`config.mk`:
```
export PLATFORM = sky130hd
export DESIGN_NAME = if_fetch_unit
export DESIGN_NICKNAME = d
export VERILOG_FILES = /design/src/rtl/if_fetch_unit.sv
export SDC_FILE = /design/constraint.sdc
export NUM_CORES = 1
export LEC_CHECK = 0
export ABC_AREA = 1
export CAP_MARGIN = 10
export CELL_PAD_IN_SITES_DETAIL_PLACEMENT = 1
export CELL_PAD_IN_SITES_GLOBAL_PLACEMENT = 1
export CORE_MARGIN = 5
export CORE_UTILIZATION = 38
export CTS_CLUSTER_SIZE = 30
export DETAILED_ROUTE_END_ITERATION = 10
export DONT_BUFFER_PORTS = 1
export HOLD_SLACK_MARGIN = 0.03
export PLACE_DENSITY_LB_ADDON = 0.25
export SLEW_MARGIN = 30
export SYNTH_ARGS = -nofsm -noshare
export SYNTH_HDL_FRONTEND = slang
export SYNTH_SLANG_ARGS = --single-unit
```
`constraint.sdc`:
```
create_clock -name clk -period 2.7 [get_ports clk]
set_input_delay 0.54 -clock clk [delete_from_list [all_inputs] [get_ports clk]]
set_output_delay 0.54 -clock clk [all_outputs]
set_load 0.02 [all_outputs]
```
`src/rtl/if_fetch_unit.sv`:
```
// Instruction-fetch stage: owns the PC, issues one instruction-memory request at a time,
// buffers a single response against IF/ID stalls, and redirects on jumps and taken branches.
module if_fetch_unit #(
  parameter logic [31:0] RESET_PC = 32'h00000000
) (
  input  logic        clk,
  input  logic        reset_in,
  input  logic        enable,
  input  logic        jump_in,
  input  logic [25:0] Jump_Offset_in,
  input  logic [31:0] jump_pc_in,
  input  logic        branch_taken_in,
  input  logic [31:0] branch_target_in,
  output logic        imem_req,
  output logic [31:0] imem_addr,
  input  logic        imem_ready,
  input  logic        imem_valid,
  input  logic [31:0] imem_rdata,
  output logic [31:0] PC_Counter_output,
  output logic [31:0] Instruction_memory_out,
  output logic        fetch_valid,
  output logic        flush_jump,
  output logic        flush_branch
);

  localparam logic [1:0] S_REQ  = 2'd0;
  localparam logic [1:0] S_WAIT = 2'd1;
  localparam logic [1:0] S_HOLD = 2'd2;

  logic [1:0]  state_reg, state_next;
  logic [31:0] pc_reg, pc_next;
  logic        discard_reg, discard_next;
  logic [31:0] hold_reg, hold_next;
  logic        fetch_valid_reg, fetch_valid_next;
  logic [31:0] pc_out_reg, pc_out_next;
  logic [31:0] instr_reg, instr_next;

  logic        redirect;
  logic [31:0] jump_target;
  logic [31:0] redirect_target;
  logic [31:0] pc_plus4;

  assign redirect        = jump_in | branch_taken_in;
  assign jump_target     = (jump_pc_in & 32'hF000_0000) | {4'b0000, Jump_Offset_in, 2'b00};
  assign redirect_target = (branch_taken_in ? branch_target_in : jump_target) & 32'hFFFF_FFFC;
  assign pc_plus4        = pc_reg + 32'd4;

  assign flush_branch = branch_taken_in;
  // Branch is older than the jump in ID, so it suppresses the jump flush.
  assign flush_jump   = jump_in & ~branch_taken_in;

  assign imem_req               = (state_reg == S_REQ);
  assign imem_addr              = pc_reg;
  assign fetch_valid            = fetch_valid_reg;
  assign PC_Counter_output      = pc_out_reg;
  assign Instruction_memory_out = instr_reg;

  always_comb begin
    state_next       = state_reg;
    pc_next          = pc_reg;
    discard_next     = discard_reg;
    hold_next        = hold_reg;
    fetch_valid_next = fetch_valid_reg;
    pc_out_next      = pc_out_reg;
    instr_next       = instr_reg;

    if (redirect) begin
      pc_next          = redirect_target;
      fetch_valid_next = 1'b0;
      state_next       = S_REQ;
      // A request already accepted (or accepted now) will still answer; mark it stale.
      case (state_reg)
        S_REQ: begin
          if (imem_ready) begin
            state_next   = S_WAIT;
            discard_next = 1'b1;
          end
        end
        S_WAIT: begin
          if (imem_valid) begin
            discard_next = 1'b0;
          end else begin
            state_next   = S_WAIT;
            discard_next = 1'b1;
          end
        end
        default: state_next = S_REQ;
      endcase
    end else begin
      if (enable) fetch_valid_next = 1'b0;
      case (state_reg)
        S_REQ: begin
          if (imem_ready) state_next = S_WAIT;
        end
        S_WAIT: begin
          if (imem_valid) begin
            if (discard_reg) begin
              discard_next = 1'b0;
              state_next   = S_REQ;
            end else if (!fetch_valid_reg || enable) begin
              instr_next       = imem_rdata;
              pc_out_next      = pc_plus4;
              fetch_valid_next = 1'b1;
              pc_next          = pc_plus4;
              state_next       = S_REQ;
            end else begin
              hold_next  = imem_rdata;
              state_next = S_HOLD;
            end
          end
        end
        S_HOLD: begin
          if (enable) begin
            instr_next       = hold_reg;
            pc_out_next      = pc_plus4;
            fetch_valid_next = 1'b1;
            pc_next          = pc_plus4;
            state_next       = S_REQ;
          end
        end
        default: state_next = S_REQ;
      endcase
    end
  end

  always_ff @(posedge clk) begin
    if (!reset_in) begin
      state_reg       <= S_REQ;
      pc_reg          <= {RESET_PC[31:2], 2'b00};
      discard_reg     <= 1'b0;
      hold_reg        <= 32'd0;
      fetch_valid_reg <= 1'b0;
      pc_out_reg      <= 32'd0;
      instr_reg       <= 32'd0;
    end else begin
      state_reg       <= state_next;
      pc_reg          <= pc_next;
      discard_reg     <= discard_next;
      hold_reg        <= hold_next;
      fetch_valid_reg <= fetch_valid_next;
      pc_out_reg      <= pc_out_next;
      instr_reg       <= instr_next;
    end
  end

endmodule

```
# [Word level (Yosys, flattened, before mapping)]
# Index checks and enable logic that the tools add are counted.
# W data, S select, Z words.
[classes] addsub=1 multipliers=0 div=0 n_lt_le_gt_ge=0 eq_ne=12 shifts=0 muxes=34 bitwise=8 n_reduce_logical=15
[ops] op="$mux W32" count=10
[ops] op="$pmux W32 S2" count=2
[ops] op="$add A32 B3 Y32 const B" count=1
[ops] op="$or A32 B28 Y32" count=1
[ops] op="$ne A3 B3 Y1 const B" count=5
[ops] op="$reduce_and A5 Y1" count=3
[ops] op="$mux W1" count=12
[ops] op="$mux W2" count=6
[ops] op="$ne A2 B2 Y1 const B" count=4
[ops] op="$reduce_bool A2 Y1" count=4
[ops] op="$pmux W2 S3" count=1
[ops] op="$reduce_and A6 Y1" count=1
[ops] op="$not A1 Y1" count=5
[ops] op="$pmux W1 S2" count=2
[ops] op="$pmux W2 S2" count=1
[ops] op="$reduce_and A4 Y1" count=1
[ops] op="$ne A3 B1 Y1 const B" count=1
[ops] op="$reduce_and A3 Y1" count=1
[ops] op="$reduce_bool A3 Y1" count=1
[ops] op="$eq A2 B1 Y1 const B" count=1
[ops] op="$eq A2 B2 Y1 const B" count=1
[ops] op="$logic_not A2 Y1" count=1
[ops] op="$reduce_or A2 Y1" count=1
[ops] op="$and A1 B1 Y1" count=1
[ops] op="other kinds (3)" count=3
[word_totals] ff_bits=132 latch_bits=0 ram_bits=0 romBits=0 in_bits=129 word_cells=78 n_memories=0

# [Longest topological paths before layout]
# Gate-level depths: netlist of the first run.
[logic_depth] word_depth=7 mapped_depth=14

# [Worst setup path after synthesis of the first run]
# OpenSTA, ideal clock, no wires.
[synth_path] path_kind="reg-to-reg" start="register pc_reg[2], in the netlist imem_addr[2]" end="register pc_out_reg[22], in the netlist PC_Counter_output[22]" setup_ns=0.113 arrival_ns=1.637 path_slack_ns=0.950 path_stages_with_launch=11 path_buffers=0 cell_sequence="dfxtp_1 > ha_1 > nand2_1 > nor2_1 > nand2_1 > nor2_1 > nand2_1 > nand2_1 > nand2_1 > o21ai_1 > inv_1"
[synth_via] elab_chain_cells=5 elab_cells_between_ends=6
[synth_lines] element="start, declared" line="31" source="logic [31:0] pc_reg, pc_next;"
[synth_lines] element="start signal, assigned" line="129" source="pc_reg <= {RESET_PC[31:2], 2'b00};"
[synth_lines] element="start signal, assigned" line="137" source="pc_reg <= pc_next;"
[synth_lines] element="$add A32 B3 Y32 *" line="46" source="assign pc_plus4 = pc_reg + 32'd4;"
[synth_lines] element="$mux W32" line="100" source="end else if (!fetch_valid_reg || enable) begin"
[synth_lines] element="$mux W32" line="97" source="if (discard_reg) begin"
[synth_lines] element="$mux W32" line="96" source="if (imem_valid) begin"
[synth_lines] element="$pmux W32 S2 *" line="91" source="case (state_reg)"
[synth_lines] element="end signal, assigned" line="141" source="pc_out_reg <= pc_out_next;"
[synth_lines] element="end, declared" line="35" source="logic [31:0] pc_out_reg, pc_out_next;"
# Every way passes the cells marked *; elsewhere a longest branch is shown, timed or not. The select of a mux whose other input is x is not followed.
# A chain may end at the register's enable or synchronous reset.

# [Final worst setup path of the first run]
[layout_path] start="register pc_reg[4], in the netlist imem_addr[4]" end="register pc_reg[18], in the netlist imem_addr[18]"
[layout_via] elab_chain_cells=6 elab_cells_between_ends=7
[layout_lines] element="$add A32 B3 Y32 *" line="46"
[layout_lines] element="$mux W32" line="100"
[layout_lines] element="$mux W32" line="97"
[layout_lines] element="$mux W32" line="96"
[layout_lines] element="$pmux W32 S2 *" line="91"
[layout_lines] element="$mux W32 *" line="67" source="if (redirect) begin"
# Marked as above.

==> results of run 1 <==
[where the power goes]
part | internal [mW] | switching [mW]
clock network | 1.45 | 0.863
registers | 1.98 | 0.188
logic | 0.162 | 0.284
total | 3.59 | 1.33
[layer usage]
layer	track usage, %	part of all wire, %
met5	0	0
met4	7.75	2.2
met3	9.54	9.6
met2	34.1	45
met1	27.0	44
[stage by stage]
stage / instance area (um^2) / hold WS, ps / instances / worst slack, ps / power (mW)
after CTS: 7190 / 232 / 1215 / 570 / 4.98
after global placement: 6590 / 481 / 1183 / 655 / 2.64
final: 7190 / 256 / 1215 / 539 / 4.93
after detailed placement: 6590 / 493 / 1183 / 608 / 2.65
after global routing: 7190 / 241 / 1215 / 381 / 5.14
after floorplan: 6390 / 461 / 1002 / 950 / 2.53
[path summary, 6_finish.rpt]
| check | end | slack [ps] | depth (start not counted) |
|---|---|---|---|
| setup / recovery | imem_addr[18] | 540 | 7 |
| hold / removal | hold_reg[18] | 260 | 2 |
| hold reg to reg | state_reg[0] | 500 | 2 |
| setup reg to reg | imem_addr[18] | 540 | 7 |
[kinds of logic (layout without fill, tap and decap cells)]
logic type | Yosys count | in the layout
adder cells (fa/ha/maj) | 4 | 4
buffers and inverters | 123 | 116
flip-flops | 128 | 128
AND/OR/NAND/NOR | 559 | 559
other | 1 | 4
XOR/XNOR | 14 | 14
AO/OA/AOI/OAI | 170 | 170
[layout make-up]
type / count / area (um^2) / share of cell area [%]
clock buffer: 23 / 488 / 6.79
inverter: 65 / 244 / 3.39
clock inverter: 9 / 106 / 1.48
multi-input combinational: 751 / 3340 / 46.5
timing repair buffer: 19 / 168 / 2.33
tap: 220 / 275 / 3.83
sequential: 128 / 2560 / 35.7
[cells in the final DEF (no fill, tap or decap), types with 2 or more instances in the layout]
master,instances
nand2_1,273
nor2_1,255
dfxtp_1,128
o21ai_0,92
inv_1,61
a21oi_1,31
a22o_1,21
nand3_1,20
clkbuf_16,17
buf_4,17
xor2_1,13
o21ai_1,10
a22oi_1,6
ha_1,4
conb_1,4
clkbuf_8,4
nor2_4,3
inv_2,3
nor2_2,3
o211ai_1,3
clkinvlp_4,3
clkinv_2,3
o21a_1,2
and2_1,2
clkbuf_1,2
bufinv_16,2
buf_12,2
==> run_results.csv, run 1 <==
group,metric,value,unit
routing,drt_iter0_markers,382,
clocking,clk_pin_slew,60,ps
clocking,cts_root_buf,"clkbuf_16",
clocking,cts_setup_buffers,0,
timing,grt_setup_unrepaired,"false",
timing,final.period_utilization,80.0,%
floorplan,start_util,38.6,%
global_routing,grt_max_degree,113,
clocking,cts_tree,"built",
synthesis,synth_compound_area_share,15.4,%
synthesis,synth.top_cells.by_count,"nand2_1 (273), nor2_1 (258), dfxtp_1 (128)",
power,p_leak,3.29,nW
synthesis,synth_top_area_cell,"dfxtp_1",
clocking,cts_buffers,17,
power,power_density,686,nW/um^2
timing,fmax,463,MHz
worst_hold_path,hold_path_class,"in2reg",
clocking,clkLatencyLatePin,420,ps
floorplan,fp-row-count,47,
floorplan,num_io_pins,229,
floorplan,die-area,19500,um^2
worst_setup_path,crit_chain,"nand2_1, nor2_1, nand2_1, nor2_1, xor2_1, nand2_1, a21oi_1",
routing,wl_per_cell,17.7,um
global_routing,grt_pass1_vias,6315,
clocking,cts.sinks,128,
outcome,run_status,"finished, final reports clean",
worst_setup_path,cp-start-kind,"flip-flop",
placed_design,port_buffers,0,
routing,wl,21500,um
routing,num_vias,6181,
final_layout,antennaDiodeCount,0,
timing,max_slew_margin,54.0,%
timing,skew,6.10,ps
worst_setup_path,path_max_fanout,5,
synthesis,async_reset_ff_share,0,%
worst_setup_path,worst_path_max_delay_cell,"dfxtp_1",
job,drv_cap,0,
synthesis,yosysSeqAreaShare,40.1,%
synthesis,muxShareOfSynthArea,0,%
worst_setup_path,timing.rr.start,"imem_addr[4]",
floorplan,die_height,140,um
final_layout,area_delta_synth_final,12.6,%
synthesis,synth_xor_area_share,1.92,%
routing,drc,0,
synthesis,synth.distinct_cells,33,
timing,tightestPinTransition,685,ps
synthesis,avgSynthCellArea,6.39,um^2
timing,slew_viol_final,0,
routing,ant_nets,0,
routing,dr.pass1.iters,4,
worst_setup_path,endpoint_kind,"flip-flop",
synthesis,netlist_area,6380,um^2
worst_setup_path,path_delay_family,"simple AND/OR/NAND/NOR gates",
placed_design,gp_congestion,0.845,
timing,setup-tns-final,0,ps
placed_design,post-dp-hpwl,15000,um
synthesis,ys_ff_latch,128,
synthesis,synth-edff-count,0,
synthesis,synthSimpleGateAreaFrac,33.8,%
worst_setup_path,path_buf_inv,0,
clocking,h-tree-depth,4,
synthesis,synth_top_area_share,40.1,%
final_layout,utilization,43.5,%
worst_setup_path,crit_type,"reg2reg",
worst_setup_path,crit_top_cell,"nand2_1",
clocking,cts-resized-gates,0,
synthesis,synth_top_family_by_area,"simple AND/OR/NAND/NOR gates",
global_routing,grt-ovfl-total,0,
timing,setup_violations,0,
worst_setup_path,cp_data_required_time,3050,ps
synthesis,synthCells,999,
synthesis,yosysWarnings,0,
clocking,cts.path.max_buffers,2,
worst_setup_path,critical_path.startpoint,"imem_addr[4]",
timing,finalHoldViolCount,0,
worst_hold_path,hold_start,"imem_rdata[18]",
synthesis,synth.most_common_cell,"nand2_1",
floorplan,core_area,16500,um^2
routing,drt-vias-per-instance,5.09,
final_layout,nNetsFinal,1115,
synthesis,synth.area.top_cells,"dfxtp_1 (40%), nand2_1 (16%), nor2_1 (15%)",
final_layout,final_layout_size_suffix_gt1_share,6.13,%
final_layout,fill_cells,2176,
synthesis,synthAdderAreaFrac,0.784,%
synthesis,synth_ff_type,"dfxtp_1",
global_routing,grt_pass1_wl,34200,um
power,peakVddDrop,0.000439,V
global_routing,antenna_found_initial,0,
worst_setup_path,max_stage_delay,540,ps
worst_setup_path,cp.arrival,2520,ps
clocking,holdBufCountCts,0,
timing,fin_crit,2160,ps
floorplan,die_w,140,um
global_routing,grt_usage,21.9,%
Power figures use the tool's default switching activity.
==> inputs of run 2 (changes only) <==
==> constraint.sdc (replaced) <==
create_clock -name clk -period 2.25 [get_ports clk]
set_input_delay 0.45 -clock clk [delete_from_list [all_inputs] [get_ports clk]]
set_output_delay 0.45 -clock clk [all_outputs]
set_load 0.02 [all_outputs]
==> run 2 against run 1 <==
  * Worst setup slack got worse by 330 ps
  * Worst hold slack got worse by 91 ps
  * Non-clock buffer count increased by 14
  * Clock-buffer cell count decreased by 4
  * Maximum frequency increased by 6.1%
  * Cell count increased by 1.2%
  * Clock skew increased by 1.4 ps
  * Sequential cell count unchanged
  * Critical path type unchanged
  * Largest cell class unchanged
  * First-iteration DRC count decreased by 16%
  * Combinational power increased by 35%
==> run_results.csv, run 2 (synthesis results as in run 1) <==
group,metric,value,unit
outcome,run_status,"finished, final reports clean",
worst_hold_path,holdPathStages,2,
final_layout,final_layout_size_suffix_gt1_share,7.53,%
worst_setup_path,path_buf_inv,1,
placed_design,post-dp-hpwl,15100,um
final_layout,layout_common_cells,"nand2_1 (273), nor2_1 (255), dfxtp_1 (128)",
worst_setup_path,crit_type,"reg2reg",
worst_setup_path,max_stage_delay,450,ps
power,seqPwrFrac,41.2,%
worst_setup_path,crit_chain,"ha_1, nand2_1, nor2_1, nand2_1, nor2_1, nand2_1, nand2_1, nand2_1, o21ai_1, inv_1",
final_layout,fin_area,7380,um^2
routing,wl_per_cell,17.7,um
clocking,holdBufCountCts,0,
timing,fin_crit,2040,ps
job,drv_cap,0,
clocking,h-tree-depth,4,
power,combPwrFrac,9.6,%
global_routing,grt_pass1_wl,34800,um
floorplan,fp-row-count,47,
power,clkPwrFrac,49.2,%
worst_setup_path,r2r_cells,10,
timing,skew,7.51,ps
global_routing,antenna_found_initial,0,
power,internal-power,4.59,mW
power,power,6.23,mW
final_layout,nNetsFinal,1129,
final_layout,instances_no_fill,1229,
clocking,clk_pin_slew,60,ps
clocking,cts.path.max_buffers,2,
placed_design,dpl_cell_area,6720,um^2
placed_design,dp_slack,288,ps
placed_design,gp_congestion,0.837,
worst_setup_path,endpoint_kind,"flip-flop",
routing,wl,21800,um
routing,num_vias,6263,
floorplan,die-area,19500,um^2
power,peakVddDrop,0.000513,V
clocking,cts-resized-gates,0,
worst_setup_path,cp_data_required_time,2560,ps
worst_setup_path,crit_top_cell,"nand2_1",
routing,drt_iter0_markers,319,
routing,drc,0,
worst_hold_path,min_to,"hold_reg[8]",
worst_setup_path,cp-start-kind,"flip-flop",
global_routing,grt_max_degree,113,
placed_design,dp_cells,1197,
routing,drt-vias-per-instance,5.10,
timing,max_slew_margin,64.3,%
worst_setup_path,path_max_fanout,5,
timing,finalHoldViolCount,0,
power,p_switching,1.64,mW
routing,dr.pass1.iters,4,
worst_setup_path,reg2reg_to,"PC_Counter_output[28]",
timing,setup_violations,0,
global_routing,grt_usage,22.1,%
floorplan,start_util,38.6,%
clocking,cts_root_buf,"clkbuf_16",
floorplan,die_w,140,um
global_routing,grt_pass1_vias,6407,
routing,ant_nets,0,
worst_setup_path,worst_path_max_delay_cell,"nor2_1",
timing,tightestPinTransition,534,ps
final_layout,final_common_cell,"nand2_1",
timing,grt_setup_unrepaired,"false",
worst_setup_path,path_delay_family,"simple AND/OR/NAND/NOR gates",
clocking,cts_buffers,17,
timing,slew_viol_final,0,
worst_hold_path,hold_start,"imem_rdata[8]",
power,p_leak,3.41,nW
timing,whs,165,ps
worst_hold_path,hold_path_class,"in2reg",
timing,worst_slack,213,ps
timing,setup-tns-final,0,ps
power,power_density,845,nW/um^2
clocking,cts.sinks,128,
final_layout,area_delta_synth_final,15.5,%
global_routing,grt-ovfl-total,0,
floorplan,core_area,16500,um^2
worst_setup_path,reg2reg_slack,210,ps
floorplan,num_io_pins,229,
timing,fmax,491,MHz
clocking,cts_tree,"built",
worst_setup_path,timing.rr.start,"imem_addr[2]",
power,p_sw_share,26.4,%
final_layout,antennaDiodeCount,0,
placed_design,port_buffers,0,
clocking,cts_setup_buffers,0,
worst_setup_path,cp.arrival,2350,ps
floorplan,die_height,140,um
final_layout,utilization,44.6,%
timing,final.period_utilization,90.5,%
clocking,clkLatencyLatePin,420,ps
run 2: layout make-up:
type | instances | area (um^2)
clock buffers | 19 | 443
clock inverters | 13 | 210
fillers | 2197 | 9150
inverters | 65 | 244
multi-input cells | 751 | 3340
flip-flops and latches | 128 | 2560
well taps | 220 | 275
repair buffers | 33 | 298
run 2: worst max path at each step:
stage,from,to,slack [ps],cells after the start
5_1_grt,imem_addr[3],imem_addr[12],50,8
4_1_cts,imem_addr[2],PC_Counter_output[28],230,10
2_1_floorplan,imem_addr[2],PC_Counter_output[22],500,10
6_report,imem_addr[2],PC_Counter_output[28],210,10
3_5_place_dp,state_reg[1],PC_Counter_output[15],290,9
3_3_place_gp,state_reg[1],PC_Counter_output[15],360,9
run 2: power by group through the flow:
stage / registers, mW / logic (mW) / clock network [mW]
floorplan: 2.62 / 0.414 / 0
global placement: 2.61 / 0.584 / 0
detailed placement: 2.61 / 0.597 / 0
CTS: 2.57 / 0.605 / 3.13
global route: 2.58 / 0.675 / 3.24
finish: 2.57 / 0.599 / 3.07
run 2: worst register-to-register path: stages, from the launching register on:
cell	delay (ps)
dfxtp_1	350
ha_1	200
nand2_1	70
nor2_1	220
nand2_1	180
nor2_1	450
nand2_1	110
nand2_1	90
nand2_1	90
o21ai_1	130
inv_1	50
run 2: layer usage:
layer  global-route usage, %  share of wire (%)  up-vias
li1                        -                  -     3132
met1                    28.2                 45     2954
met2                    35.0                 45      152
met3                    8.64                8.4       25
met4                    6.12                1.7        0
met5                       0                  0        -
==> inputs of run 3 (changes only) <==
--- a/config.mk
+++ b/config.mk
@@ -10,10 +10,11 @@
 export CELL_PAD_IN_SITES_DETAIL_PLACEMENT = 1
 export CELL_PAD_IN_SITES_GLOBAL_PLACEMENT = 1
 export CORE_MARGIN = 5
-export CORE_UTILIZATION = 38
+export CORE_UTILIZATION = 43
 export CTS_CLUSTER_SIZE = 30
 export DETAILED_ROUTE_END_ITERATION = 10
 export DONT_BUFFER_PORTS = 1
+export GPL_TIMING_DRIVEN = 0
 export HOLD_SLACK_MARGIN = 0.03
 export PLACE_DENSITY_LB_ADDON = 0.25
 export SLEW_MARGIN = 30
==> run 3 against run 2 <==
  * Sequential share of layout area rose by 0.21 points
  * Worst setup slack got worse by 47 ps
  * Total power fell by 0.79%
  * Clock power fell by 3%
  * Core utilization rose by 5.8 points
  * Routed wire length rose by 3.8%
  * Highest routed layer unchanged
==> run_results.csv, run 3 (synthesis results as in run 1) <==
group,metric,value,unit
power,p_switching,1.68,mW
worst_hold_path,hold_start,"imem_rdata[29]",
timing,finalHoldViolCount,0,
global_routing,grt_pass1_vias,6766,
routing,dr.max_layer_used,"met4",
clocking,cts_buffers,17,
clocking,cts.sinks,128,
routing,drt_iter0_markers,391,
worst_setup_path,cp.arrival,2410,ps
worst_setup_path,path_max_fanout,10,
timing,final.period_utilization,92.6,%
power,p_leak,3.40,nW
timing,max_slew_margin,49.9,%
global_routing,grt_max_degree,17,
floorplan,start_util,43.9,%
global_routing,antenna_found_initial,0,
placed_design,gp_congestion,0.874,
placed_design,dp_cells,1186,
power,clkPwrFrac,48.4,%
final_layout,layout.area.seq,2560,um^2
power,combPwrFrac,9.2,%
placed_design,post-dp-hpwl,16800,um
final_layout,antennaDiodeCount,0,
routing,dr_wl_met2,10800,um
worst_setup_path,cp_data_required_time,2580,ps
job,drv_cap,0,
clocking,cts_root_buf,"clkbuf_16",
final_layout,nNetsFinal,1158,
clocking,clk_pin_slew,60,ps
global_routing,grt_pass1_wl,36600,um
clocking,cts.path.max_buffers,2,
outcome,run_status,"finished, final reports clean",
power,peakVddDrop,0.000498,V
global_routing,grt_usage,26.1,%
power,power,6.18,mW
global_routing,grt-ovfl-total,0,
final_layout,area_delta_synth_final,14.9,%
timing,tightestPinTransition,751,ps
power,p_sw_share,27.1,%
clocking,holdBufCountCts,0,
worst_setup_path,crit_type,"reg2reg",
final_layout,fill_cells,1982,
clocking,clkLatencyLatePin,430,ps
final_layout,instances_no_fill,1222,
placed_design,dp_slack,-308,ps
floorplan,die_w,132,um
routing,wl_met1,9340,um
floorplan,core_area,14500,um^2
clocking,cts_tree,"built",
worst_setup_path,critical_path.startpoint,"state_reg[0]",
timing,setup_violations,0,
timing,fin_crit,2080,ps
floorplan,fp-row-count,44,
routing,wl_met3,2010,um
power,power_density,843,nW/um^2
final_layout,multiInputGateArea,3350,um^2
floorplan,die-area,17400,um^2
placed_design,port_buffers,0,
clocking,h-tree-depth,4,
timing,whs,163,ps
power,seqPwrFrac,42.4,%
routing,num_vias,6452,
routing,wl_per_cell,18.5,um
power,internal-power,4.51,mW
final_layout,utilization,50.5,%
routing,ant_nets,0,
final_layout,final_common_cell,"nand2_1",
worst_setup_path,timing.rr.start,"state_reg[0]",
routing,dr.pass1.iters,5,
worst_setup_path,cp-start-kind,"flip-flop",
timing,fmax,480,MHz
routing,wl,22600,um
floorplan,num_io_pins,229,
timing,worst_slack,166,ps
floorplan,die_height,132,um
final_layout,layout_common_cells,"nand2_1 (272), nor2_1 (252), dfxtp_1 (127)",
final_layout,final_layout_size_suffix_gt1_share,7.32,%
worst_hold_path,hold_path_class,"in2reg",
routing,drt-vias-per-instance,5.28,
worst_setup_path,endpoint_kind,"flip-flop",
timing,skew,6.88,ps
timing,slew_viol_final,0,
routing,drc,0,
[run 3: final cells by class]
class                      instances  area share, %
clock inverter                    10           2.15
inverter                          65           3.36
buffer                            58           3.82
tap                              184           3.14
timing repair buffer               4          0.409
clock buffer                      22           6.46
multi-input combinational        751           45.7
sequential                       128           34.9
[run 3: worst max-delay path, cell delays in order (launching register included)]
cell	delay, ps
dfxtp_1	350
inv_1	70
ha_1	250
buf_6	160
inv_4	110
o21ai_4	80
nor3_4	150
buf_4	170
buf_4	160
buf_2	270
nand2_1	110
nand2_1	70
inv_1	30
[run 3: per-stage QoR]
stage / area [um^2] / TNS [ps]
final: 7340 / 0
after global routing: 7340 / -4.36
after floorplan: 6390 / 0
after CTS: 7280 / 0
after detailed placement: 6630 / -12110
after global placement: 6630 / -9860
[run 3: final timing paths]
| path | endpoint | slack, ps | cells after the start |
|---|---|---|---|
| worst min register to register | state_reg[0] | 490 | 2 |
| worst max register to register | PC_Counter_output[31] | 170 | 12 |
| worst min-delay path | hold_reg[29] | 160 | 2 |
| worst max-delay path | PC_Counter_output[31] | 170 | 12 |
[run 3: timing repair]
item                       CTS  global route
buffers inserted             3             1
pin swaps                    1             0
setup endpoints to repair   66            79
gates resized for setup      2            29
[run 3: per-layer routing]
layer	up-vias	GRT usage, %
met5	-	0
met2	183	44.0
met1	3049	30.6
li1	3185	-
met4	0	8.69
met3	35	9.81
[run 3: power by group through the flow]
stage | clock network [mW] | logic, mW | registers [mW]
3_3_place_gp | 0 | 0.538 | 2.67
4_1_cts | 3.02 | 0.566 | 2.62
3_5_place_dp | 0 | 0.551 | 2.67
2_1_floorplan | 0 | 0.414 | 2.62
6_report | 2.99 | 0.570 | 2.62
5_1_grt | 3.14 | 0.645 | 2.64
